File: config.mk
export PLATFORM = sky130hd
export DESIGN_NAME = my_keypad_scan
export DESIGN_NICKNAME = d
export VERILOG_FILES = /design/src/rtl/my_keypad_scan.sv
export SDC_FILE = /design/constraint.sdc
export NUM_CORES = 1
export LEC_CHECK = 0
export ABC_AREA = 0
export CAP_MARGIN = 20
export CORE_MARGIN = 2
export CORE_UTILIZATION = 66
export CTS_BUF_LIST = sky130_fd_sc_hd__clkbuf_4
export CTS_CLUSTER_DIAMETER = 120
export CTS_CLUSTER_SIZE = 20
export DETAILED_ROUTE_END_ITERATION = 12
export PLACE_DENSITY = 0.94
export SLEW_MARGIN = 10
export SYNTH_ARGS = -nofsm -noshare
export SYNTH_HDL_FRONTEND = slang
export SYNTH_SLANG_ARGS = --single-unit
File: constraint.sdc
create_clock -name clk -period 5.52 [get_ports clk]
set_clock_uncertainty 0.05 [all_clocks]
set_input_delay 1.38 -clock clk [delete_from_list [all_inputs] [get_ports clk]]
set_output_delay 1.38 -clock clk [all_outputs]
set_load 0.02 [all_outputs]
File: src/rtl/my_keypad_scan.sv
// 4x4 hex keypad scanner: one active-low row per slot, synchronized column sense,
// frame-level debounce of press and release, registered hex key code outputs.
module my_keypad_scan #(
  parameter int SCAN_DIV = 50000,
  parameter int DEBOUNCE = 3
) (
  input  logic       clk,
  input  logic       rst,
  input  logic       en,
  input  logic [3:0] col,
  output logic [3:0] row,
  output logic [3:0] key,
  output logic       key_valid,
  output logic       key_down
);

  localparam int CW = (SCAN_DIV > 1) ? $clog2(SCAN_DIV) : 1;
  localparam int DW = (DEBOUNCE > 0) ? $clog2(DEBOUNCE + 1) : 1;
  localparam logic [CW-1:0] LAST = CW'(SCAN_DIV - 1);
  localparam logic [DW-1:0] DMAX = DW'(DEBOUNCE);

  typedef enum logic [0:0] {
    S_IDLE = 1'b0,
    S_HELD = 1'b1
  } state_t;

  // Number of low (pressed) columns, saturated at 2 since only 0/1/many matters.
  function automatic logic [1:0] f_low_count(input logic [3:0] lows);
    logic [2:0] sum;
    sum = {2'b00, lows[0]} + {2'b00, lows[1]} + {2'b00, lows[2]} + {2'b00, lows[3]};
    if (sum > 3'd1) begin
      f_low_count = 2'd2;
    end else begin
      f_low_count = sum[1:0];
    end
  endfunction

  function automatic logic [1:0] f_low_index(input logic [3:0] lows);
    casez (lows)
      4'b???1: f_low_index = 2'd0;
      4'b??10: f_low_index = 2'd1;
      4'b?100: f_low_index = 2'd2;
      4'b1000: f_low_index = 2'd3;
      default: f_low_index = 2'd0;
    endcase
  endfunction

  logic [3:0]    r_col_s1, r_col_s2;
  logic          r_active;
  logic [CW-1:0] r_cnt;
  logic [1:0]    r_ridx;
  logic [3:0]    r_row;
  logic [1:0]    r_nlow;
  logic [3:0]    r_acode;
  state_t        r_state;
  logic [3:0]    r_cand;
  logic [DW-1:0] r_pcnt, r_rcnt;
  logic [3:0]    r_key;
  logic          r_key_down, r_key_valid;

  logic          w_active_n;
  logic [CW-1:0] w_cnt_n;
  logic [1:0]    w_ridx_n;
  logic [3:0]    w_row_n;
  logic          w_sample, w_frame_end;
  logic [3:0]    w_lows;
  logic [2:0]    w_sum;
  logic [1:0]    w_tot;
  logic [3:0]    w_code;
  logic [1:0]    w_nlow_n;
  logic [3:0]    w_acode_n;
  state_t        w_state_n;
  logic [3:0]    w_cand_n;
  logic [DW-1:0] w_pcnt_n, w_rcnt_n, w_pcnt_inc, w_rcnt_inc;
  logic [3:0]    w_key_n;
  logic          w_key_down_n, w_key_valid_n;

  assign row       = r_row;
  assign key       = r_key;
  assign key_valid = r_key_valid;
  assign key_down  = r_key_down;

  assign w_sample    = en && r_active && (r_cnt == LAST);
  assign w_frame_end = w_sample && (r_ridx == 2'd3);
  assign w_lows      = ~r_col_s2;
  assign w_sum       = {1'b0, r_nlow} + {1'b0, f_low_count(w_lows)};
  assign w_tot       = (w_sum > 3'd1) ? 2'd2 : w_sum[1:0];
  assign w_code      = (r_nlow == 2'd0) ? {r_ridx, f_low_index(w_lows)} : r_acode;
  assign w_pcnt_inc  = (r_pcnt == DMAX) ? DMAX : r_pcnt + DW'(1);
  assign w_rcnt_inc  = (r_rcnt == DMAX) ? DMAX : r_rcnt + DW'(1);

  // Scan sequencing: the first enabled cycle only arms the scan so row 0 gets a full slot.
  always_comb begin
    w_active_n = 1'b1;
    w_cnt_n    = r_cnt;
    w_ridx_n   = r_ridx;
    if (!en) begin
      w_active_n = 1'b0;
      w_cnt_n    = {CW{1'b0}};
      w_ridx_n   = 2'd0;
    end else if (!r_active) begin
      w_cnt_n    = {CW{1'b0}};
      w_ridx_n   = 2'd0;
    end else if (r_cnt == LAST) begin
      w_cnt_n    = {CW{1'b0}};
      w_ridx_n   = r_ridx + 2'd1;
    end else begin
      w_cnt_n    = r_cnt + CW'(1);
    end
    w_row_n = w_active_n ? ~(4'b0001 << w_ridx_n) : 4'b1111;
  end

  // Frame accumulator: saturated low-bit count plus the code of the first low bit seen.
  always_comb begin
    w_nlow_n  = r_nlow;
    w_acode_n = r_acode;
    if (!en || !r_active || w_frame_end) begin
      w_nlow_n  = 2'd0;
      w_acode_n = 4'd0;
    end else if (w_sample) begin
      w_nlow_n  = w_tot;
      w_acode_n = w_code;
    end else begin
      w_nlow_n  = r_nlow;
      w_acode_n = r_acode;
    end
  end

  // Debounce FSM next state; w_tot 1 = single key w_code, 2 = multiple keys.
  always_comb begin
    w_state_n     = r_state;
    w_cand_n      = r_cand;
    w_pcnt_n      = r_pcnt;
    w_rcnt_n      = r_rcnt;
    w_key_n       = r_key;
    w_key_down_n  = r_key_down;
    w_key_valid_n = 1'b0;
    if (!en) begin
      w_state_n    = S_IDLE;
      w_pcnt_n     = {DW{1'b0}};
      w_rcnt_n     = {DW{1'b0}};
      w_key_down_n = 1'b0;
    end else if (w_frame_end) begin
      case (r_state)
        S_IDLE: begin
          if (w_tot == 2'd1) begin
            if (w_code == r_cand) begin
              w_pcnt_n = w_pcnt_inc;
            end else begin
              w_cand_n = w_code;
              w_pcnt_n = DW'(1);
            end
          end else begin
            w_pcnt_n = {DW{1'b0}};
          end
          if (w_pcnt_n == DMAX) begin
            w_state_n     = S_HELD;
            w_key_n       = w_cand_n;
            w_key_down_n  = 1'b1;
            w_key_valid_n = 1'b1;
            w_rcnt_n      = {DW{1'b0}};
          end else begin
            w_state_n     = S_IDLE;
          end
        end
        S_HELD: begin
          if ((w_tot == 2'd1 && w_code == r_key) || w_tot == 2'd2) begin
            w_rcnt_n = {DW{1'b0}};
          end else begin
            w_rcnt_n = w_rcnt_inc;
          end
          if (w_rcnt_n == DMAX) begin
            w_state_n    = S_IDLE;
            w_key_down_n = 1'b0;
            w_pcnt_n     = {DW{1'b0}};
            w_rcnt_n     = {DW{1'b0}};
          end else begin
            w_state_n    = S_HELD;
          end
        end
        default: begin
          w_state_n    = S_IDLE;
          w_key_down_n = 1'b0;
          w_pcnt_n     = {DW{1'b0}};
          w_rcnt_n     = {DW{1'b0}};
        end
      endcase
    end else begin
      w_state_n = r_state;
    end
  end

  // Column synchronizer, released (all-high) after reset.
  always_ff @(posedge clk or posedge rst) begin
    if (rst) begin
      r_col_s1 <= 4'hF;
      r_col_s2 <= 4'hF;
    end else begin
      r_col_s1 <= col;
      r_col_s2 <= r_col_s1;
    end
  end

  // Scan counters, row drive and frame accumulator registers.
  always_ff @(posedge clk or posedge rst) begin
    if (rst) begin
      r_active <= 1'b0;
      r_cnt    <= {CW{1'b0}};
      r_ridx   <= 2'd0;
      r_row    <= 4'b1111;
      r_nlow   <= 2'd0;
      r_acode  <= 4'd0;
    end else begin
      r_active <= w_active_n;
      r_cnt    <= w_cnt_n;
      r_ridx   <= w_ridx_n;
      r_row    <= w_row_n;
      r_nlow   <= w_nlow_n;
      r_acode  <= w_acode_n;
    end
  end

  // Debounce FSM state and registered key outputs.
  always_ff @(posedge clk or posedge rst) begin
    if (rst) begin
      r_state     <= S_IDLE;
      r_cand      <= 4'd0;
      r_pcnt      <= {DW{1'b0}};
      r_rcnt      <= {DW{1'b0}};
      r_key       <= 4'd0;
      r_key_down  <= 1'b0;
      r_key_valid <= 1'b0;
    end else begin
      r_state     <= w_state_n;
      r_cand      <= w_cand_n;
      r_pcnt      <= w_pcnt_n;
      r_rcnt      <= w_rcnt_n;
      r_key       <= w_key_n;
      r_key_down  <= w_key_down_n;
      r_key_valid <= w_key_valid_n;
    end
  end

endmodule

# ---- Yosys cells after proc, flatten, opt, wreduce, memory -nomap -nowiden
# Cells that the tools add are included.
dict set report classes {
  addsub 8
  multipliers 0
  n_div 0
  n_lt_le_gt_ge 2
  n_eq_ne 16
  shift 1
  mux 51
  bitwise_logic 3
  reduce_logical 16
}
# operator count
set op_table {}
lappend op_table {{2-to-1 mux 2 bit} 25}
lappend op_table {{2-to-1 mux 16 bit} 3}
lappend op_table {{2-to-1 mux 4 bit} 6}
lappend op_table {{adder 16 x 1 -> 16 bit, second input constant} 1}
lappend op_table {{== test 16 bit, second input constant} 1}
lappend op_table {{== test 2 bit, second input constant} 7}
lappend op_table {{2-to-1 mux 1 bit} 12}
lappend op_table {{== test 4 bit} 2}
lappend op_table {{NOT 4 bit} 2}
lappend op_table {{one-hot mux 2 bit (2 select lines)} 2}
lappend op_table {{adder 2 x 1 -> 2 bit, second input constant} 3}
lappend op_table {{greater-than comparator 3 x 1 -> 1 bit, second input constant} 2}
lappend op_table {{one-hot mux 2 bit (3 select lines)} 1}
lappend op_table {{AND reduction 3 bit} 2}
lappend op_table {{== test 4 bit, second input constant} 1}
lappend op_table {{logical AND 1 bit} 4}
lappend op_table {{one-hot mux 1 bit (2 select lines)} 2}
lappend op_table {{AND reduction 2 bit} 2}
lappend op_table {{AND reduction 4 bit} 1}
lappend op_table {{<< shifter 1 x 2 -> 4 bit, first input constant} 1}
lappend op_table {{adder 2 x 1 -> 3 bit} 1}
lappend op_table {{adder 2 x 2 -> 3 bit} 1}
lappend op_table {{adder 3 x 1 -> 3 bit} 1}
lappend op_table {{== test 3 bit, second input constant} 1}
lappend op_table {{other kinds (10)} 13}
dict set report totals {
  regBits 52
  latch_bits 0
  ram_bits 0
  romBits 0
  in_bits 7
  out_inout_bits 10
  elab_cells 112
  n_memories 0
}

# ---- Longest topological paths before layout
dict set report logic_depth {
  word_depth 21
  ltp_mapped 15
  ltp_nobuf 15
}

# ---- Least setup slack after synthesis
# OpenSTA, ideal clock, no wires.
dict set report synth_timing {
  path_kind {flip-flop to flip-flop}
  start {reg r_col_s2[1]}
  end {reg r_rcnt[0]}
  setup_ns 0.127
  arrival_time_ns 3.500
  required_time_ns 5.343
  path_slack_ns 1.843
  stages_incl_launch_ff 16
  n_path_buf 0
  period_less_slack_ns 3.677
  cell_sequence {dfstp_2 fa_1 inv_1 ha_1 inv_1 ha_1 nor2_1 ha_1 inv_1 fa_1 nand3_1 a311o_1 a221o_1 o41ai_2 nor4_1 mux2_1}
}
dict set report synth_between {
  elab_chain_cells 21
  word_cells_on_any_way 37
  cone_classes {4 x add/sub; 2 x order compare; 10 x eq/ne; 17 x mux; 1 x bitwise; 3 x reduce/logical}
}
# element line_no
set synth_rtl {}
lappend synth_rtl {{start: declaration} 48} ;# logic [3:0] r_col_s1, r_col_s2;
lappend synth_rtl {{start signal: assignment} 200} ;# r_col_s2 <= r_col_s1;
lappend synth_rtl {{NOT 4 bit *} 85} ;# assign w_lows = ~r_col_s2;
lappend synth_rtl {{adder 1 x 1 -> 2 bit} 30} ;# sum = {2'b00, lows[0]} + {2'b00, lows[1]} + {2'b00, lows[2]} + {2'b00, lows[3]};
lappend synth_rtl {{adder 2 x 1 -> 3 bit} 30}
lappend synth_rtl {{adder 3 x 1 -> 3 bit} 30}
lappend synth_rtl {{greater-than comparator 3 x 1 -> 1 bit} 31} ;# if (sum > 3'd1) begin
lappend synth_rtl {{2-to-1 mux 2 bit} 31}
lappend synth_rtl {{adder 2 x 2 -> 3 bit} 86} ;# assign w_sum = {1'b0, r_nlow} + {1'b0, f_low_count(w_lows)};
lappend synth_rtl {{greater-than comparator 3 x 1 -> 1 bit} 87} ;# assign w_tot = (w_sum > 3'd1) ? 2'd2 : w_sum[1:0];
lappend synth_rtl {{[5 not listed]} n/a}
lappend synth_rtl {{2-to-1 mux 2 bit} 144} ;# case (r_state)
lappend synth_rtl {{2-to-1 mux 2 bit} 143} ;# end else if (w_frame_end) begin
lappend synth_rtl {{2-to-1 mux 2 bit} 138} ;# if (!en) begin
lappend synth_rtl {{== test 2 bit} 172} ;# if (w_rcnt_n == DMAX) begin
lappend synth_rtl {{2-to-1 mux 2 bit} 172}
lappend synth_rtl {{one-hot mux 2 bit (2 select lines)} 144}
lappend synth_rtl {{2-to-1 mux 2 bit} 143}
lappend synth_rtl {{2-to-1 mux 2 bit} 138}
lappend synth_rtl {{end signal: assignment} 229} ;# r_rcnt <= {DW{1'b0}};
lappend synth_rtl {{end signal: assignment} 237} ;# r_rcnt <= w_rcnt_n;
lappend synth_rtl {{end: declaration} 57} ;# logic [DW-1:0] r_pcnt, r_rcnt;
# Mark *: on every way between the ends. The rest lies on a longest branch, timed or not. The select of a mux whose other input is x is not followed.
# A chain may end at the register's enable or synchronous reset.

# ---- Worst setup path in the final report
dict set report layout_timing {
  start {reg r_col_s2[1]}
  end {reg r_pcnt[1]}
}
dict set report layout_between {
  elab_chain_cells 19
  word_cells_on_any_way 35
  cone_classes {4 x add/sub; 2 x order compare; 9 x eq/ne; 16 x mux; 1 x bitwise; 3 x reduce/logical}
}
# element line_no
set layout_rtl {}
lappend layout_rtl {{NOT 4 bit *} 85}
lappend layout_rtl {{adder 1 x 1 -> 2 bit} 30}
lappend layout_rtl {{adder 2 x 1 -> 3 bit} 30}
lappend layout_rtl {{adder 3 x 1 -> 3 bit} 30}
lappend layout_rtl {{greater-than comparator 3 x 1 -> 1 bit} 31}
lappend layout_rtl {{2-to-1 mux 2 bit} 31}
lappend layout_rtl {{adder 2 x 2 -> 3 bit} 86}
lappend layout_rtl {{greater-than comparator 3 x 1 -> 1 bit} 87}
lappend layout_rtl {{[3 not listed]} n/a}
lappend layout_rtl {{logical OR 1 bit} 167} ;# if ((w_tot == 2'd1 && w_code == r_key) || w_tot == 2'd2) begin
lappend layout_rtl {{2-to-1 mux 2 bit} 167}
lappend layout_rtl {{2-to-1 mux 2 bit} 144}
lappend layout_rtl {{2-to-1 mux 2 bit} 143}
lappend layout_rtl {{2-to-1 mux 2 bit} 138}
lappend layout_rtl {{== test 2 bit} 172}
lappend layout_rtl {{!= test 3 x 2 -> 1 bit (no line)} n/a}
lappend layout_rtl {{AND reduction 2 bit (no line)} n/a}
lappend layout_rtl {{end signal: assignment} 228} ;# r_pcnt <= {DW{1'b0}};
lappend layout_rtl {{end signal: assignment} 236} ;# r_pcnt <= w_pcnt_n;
lappend layout_rtl {{end: declaration} 57}
# Marked as above.

==> impl_metrics.toml <==
[die]
die_w_um = 67.61
io_pins = 17
die_area_um2 = 4570
core-area_um2 = 3943
start_util_pct = 67.72
die_h_um = 67.61
rows = 23

[grt]
grt_pass1_vias = 1975
track_usage_pct = 27.98
globalRoute.busiestLayer = "met2"
use_met3_pct = 6.667
grt_use_met2_pct = 43.63
grt_antenna_before_repair = 0
grt_max_degree = 53
grt_pass1_wl_um = 9542
grt_overflow = 0
met1_usage_pct = 38.35

[critical_path]
cpPeakStageDelay_ns = 0.59
worst_path_max_delay_cell = "dfstp_2"
cp-start-kind = "register"
path_cells = "fa_1, inv_1, ha_1, inv_1, ha_1, nor2_1, ha_1, inv_1, fa_1, nand3_1, a311o_1, a221o_1, nor4_1, nand4bb_1, a32oi_1"
crit_buf_inv = 3
r2r_start = "r_col_s2[1]"
critPathArrivalTime_ns = 4.51
cp-end-kind = "register"
cp-startpoint = "r_col_s2[1]"
worstSetupPathType = "reg2reg"
crit_required_ns = 5.74
path_delay_family = "adder cells"
reg2reg_depth = 15
crit_cells = 15
path_max_fanout = 13

[power_and_ir_drop]
power_leakage_nw = 1.307
power_density_nw_per_um2 = 254.1
ir_worst_vdd_uv = 277.4
p_total_mw = 0.7645

[synth]
avgSynthCellArea_um2 = 10.19
synth_area_leader_cell = "dfrtp_1"
synth_flop_cell = "dfrtp_1"
yosysWarnings = 0
ys_top_cells_by_count = "dfrtp_1, nand2_1, nor2_1"
synthCells = 262
netlist_area_um2 = 2670
synthTopCellsByArea = "dfrtp_1, dfstp_2, ha_1, nand2_1, xor2_1"
async_flop_share_pct = 100.0
synth_top_area_share_pct = 37.49
seq_area_frac_synth_pct = 49.30
synth_seq_cells = 52
syn-num-nets = 279
synth_edf_count = 0
yosysMostFrequentCell = "dfrtp_1"
ys_types = 56

[timing]
max_freq_mhz = 232.7
worstMarginPinSlew_ns = 0.5967
hold_violations = 0
fin_crit_sh_pct = 77.85
setup-tns-final_ns = 0
timing.final.max_slew_violations = 0
grt_setup_unrepaired = "false"
finalSetupViolations = 0
timing.slew.headroom_pct = 59.87
postLayoutSetupSlackWorst_ns = 1.222
holdWs_ns = 0.3181
period_minus_slack_ns = 4.298

[final_layout]
layout-drive-gt1-share_pct = 9.964
final_cells = 331
area_growth_pct = 12.70
fin_nets = 297
diodes = 0

[placed_design]
place_congestion = 0.9187
numPortBuffers = 16
post-place-ws_ns = 1.274
place_inst = 322
dpl.hpwl_um = 3983

[worst_hold_path]
hold_path_startpoint = "r_col_s1[1]"
hold_path_depth = 0
hold_class = "reg2reg"

[drt]
wl_um = 5812
drtIter0Drc = 222
wl_per_cell_um = 17.56
final_antenna_net_count = 0
drc = 0
vias = 2074
vias_per_cell = 6.266
dr.pass1.iters = 4

[clock_tree]
clock_latency_ns = 0.39
cts_resized = 0
cts_inserted_buffers = 5
clockBufferDepth = 2
cts-hold-fix-buffers = 0
post_cts_buffers = 0
clkSlewWorstSetupHoldPaths_ns = 0.15
root_buffer = "clkbuf_4"
cts_htree_levels = 2
clock_sinks = 52
cts_tree = "built"

[run]
cap_violations = 0

[run_status]
status = "complete, no violations"
through the flow:
step,utilization (%),cell area (um^2)
6_report,76.33,3009
5_1_grt,76.33,3009
4_1_cts,75.82,2989
3_5_place_dp,72.58,2861
3_3_place_gp,72.58,2861
2_1_floorplan,-,2670
final cells by class:
cell class | instances | area [um^2]
Inverter | 19 | 71.32
Sequential cell | 52 | 1316
Clock buffer | 5 | 37.54
Timing Repair Buffer | 17 | 180.2
Clock inverter | 3 | 90.09
Fill cell | 226 | 933.4
Multi-Input combinational cell | 185 | 1251
Tap cell | 50 | 62.56
worst reg2reg max path, delay by kind of cell (launching register included):
kind	cells	cell delay [ns]
AO/OA/AOI/OAI	3	0.78
adder cells (fa/ha/maj)	5	1.54
buffers and inverters	3	0.17
flip-flops	1	0.59
AND/OR/NAND/NOR	4	1.06
registers in the layout, summed over array words and instances, names as in the netlist, 4 cells and up:
| register | cells |
|---|---|
| key | 4 |
| r_col_s1 | 4 |
| r_cand | 4 |
| r_cnt | 16 |
| row | 4 |
| r_col_s2 | 4 |
| r_acode | 4 |
power by group:
| group | switching [mW] | internal, mW | leakage, nW |
|---|---|---|---|
| Sequential | 0.00388 | 0.389 | 0.681 |
| Clock | 0.122 | 0.187 | 0.0654 |
| Combinational | 0.0388 | 0.0241 | 0.560 |
| Total | 0.164 | 0.600 | 1.31 |
metal layers:
| layer | vias to the layer above | share of wire, % |
|---|---|---|
| met3 | 21 | 6.5 |
| li1 | 954 | - |
| met4 | 0 | 2.2 |
| met2 | 97 | 51 |
| met5 | - | 0 |
| met1 | 1002 | 40 |
path summary, 6_finish.rpt:
check	endpoint	slack (ns)
max in group asynchronous	row[1]	3.59
worst max register to register	r_pcnt[1]	1.22
worst min register to register	r_col_s2[1]	0.32
worst max-delay path	r_pcnt[1]	1.22
worst min-delay path	r_col_s2[1]	0.32
min in group asynchronous	r_nlow[0]	1.25
logic make-up (layout without fill, tap and decap cells):
| logic type | after synthesis | count (layout) | synth area share (%) |
|---|---|---|---|
| xor+xnor | 18 | 18 | 5.904 |
| flops | 52 | 52 | 49.30 |
| compound gates | 43 | 43 | 10.87 |
| fa+ha+maj | 10 | 10 | 5.249 |
| simple gates | 107 | 107 | 21.42 |
| mux | 7 | 7 | 3.421 |
| buf+inv | 25 | 44 | 3.842 |
layout by cell type (no fill, tap or decap), types with 3 or more instances in the layout:
cell type and instances:
dfrtp_1 40, nand2_1 25, nor2_1 23, inv_1 18
clkdlybuf4s50_1 16, o21ai_0 15, nand3_1 12, dfstp_2 12
and3_1 11, xor2_1 10, xnor2_1 8, ha_1 8
a21oi_1 6, clkbuf_4 5, nor3_1 4, mux2_4 4
nand2b_1 3, and2_1 3, or3_1 3, o22ai_1 3
a221oi_1 3, nor4_1 3, bufinv_16 3
Power figures use the tool's default switching activity.
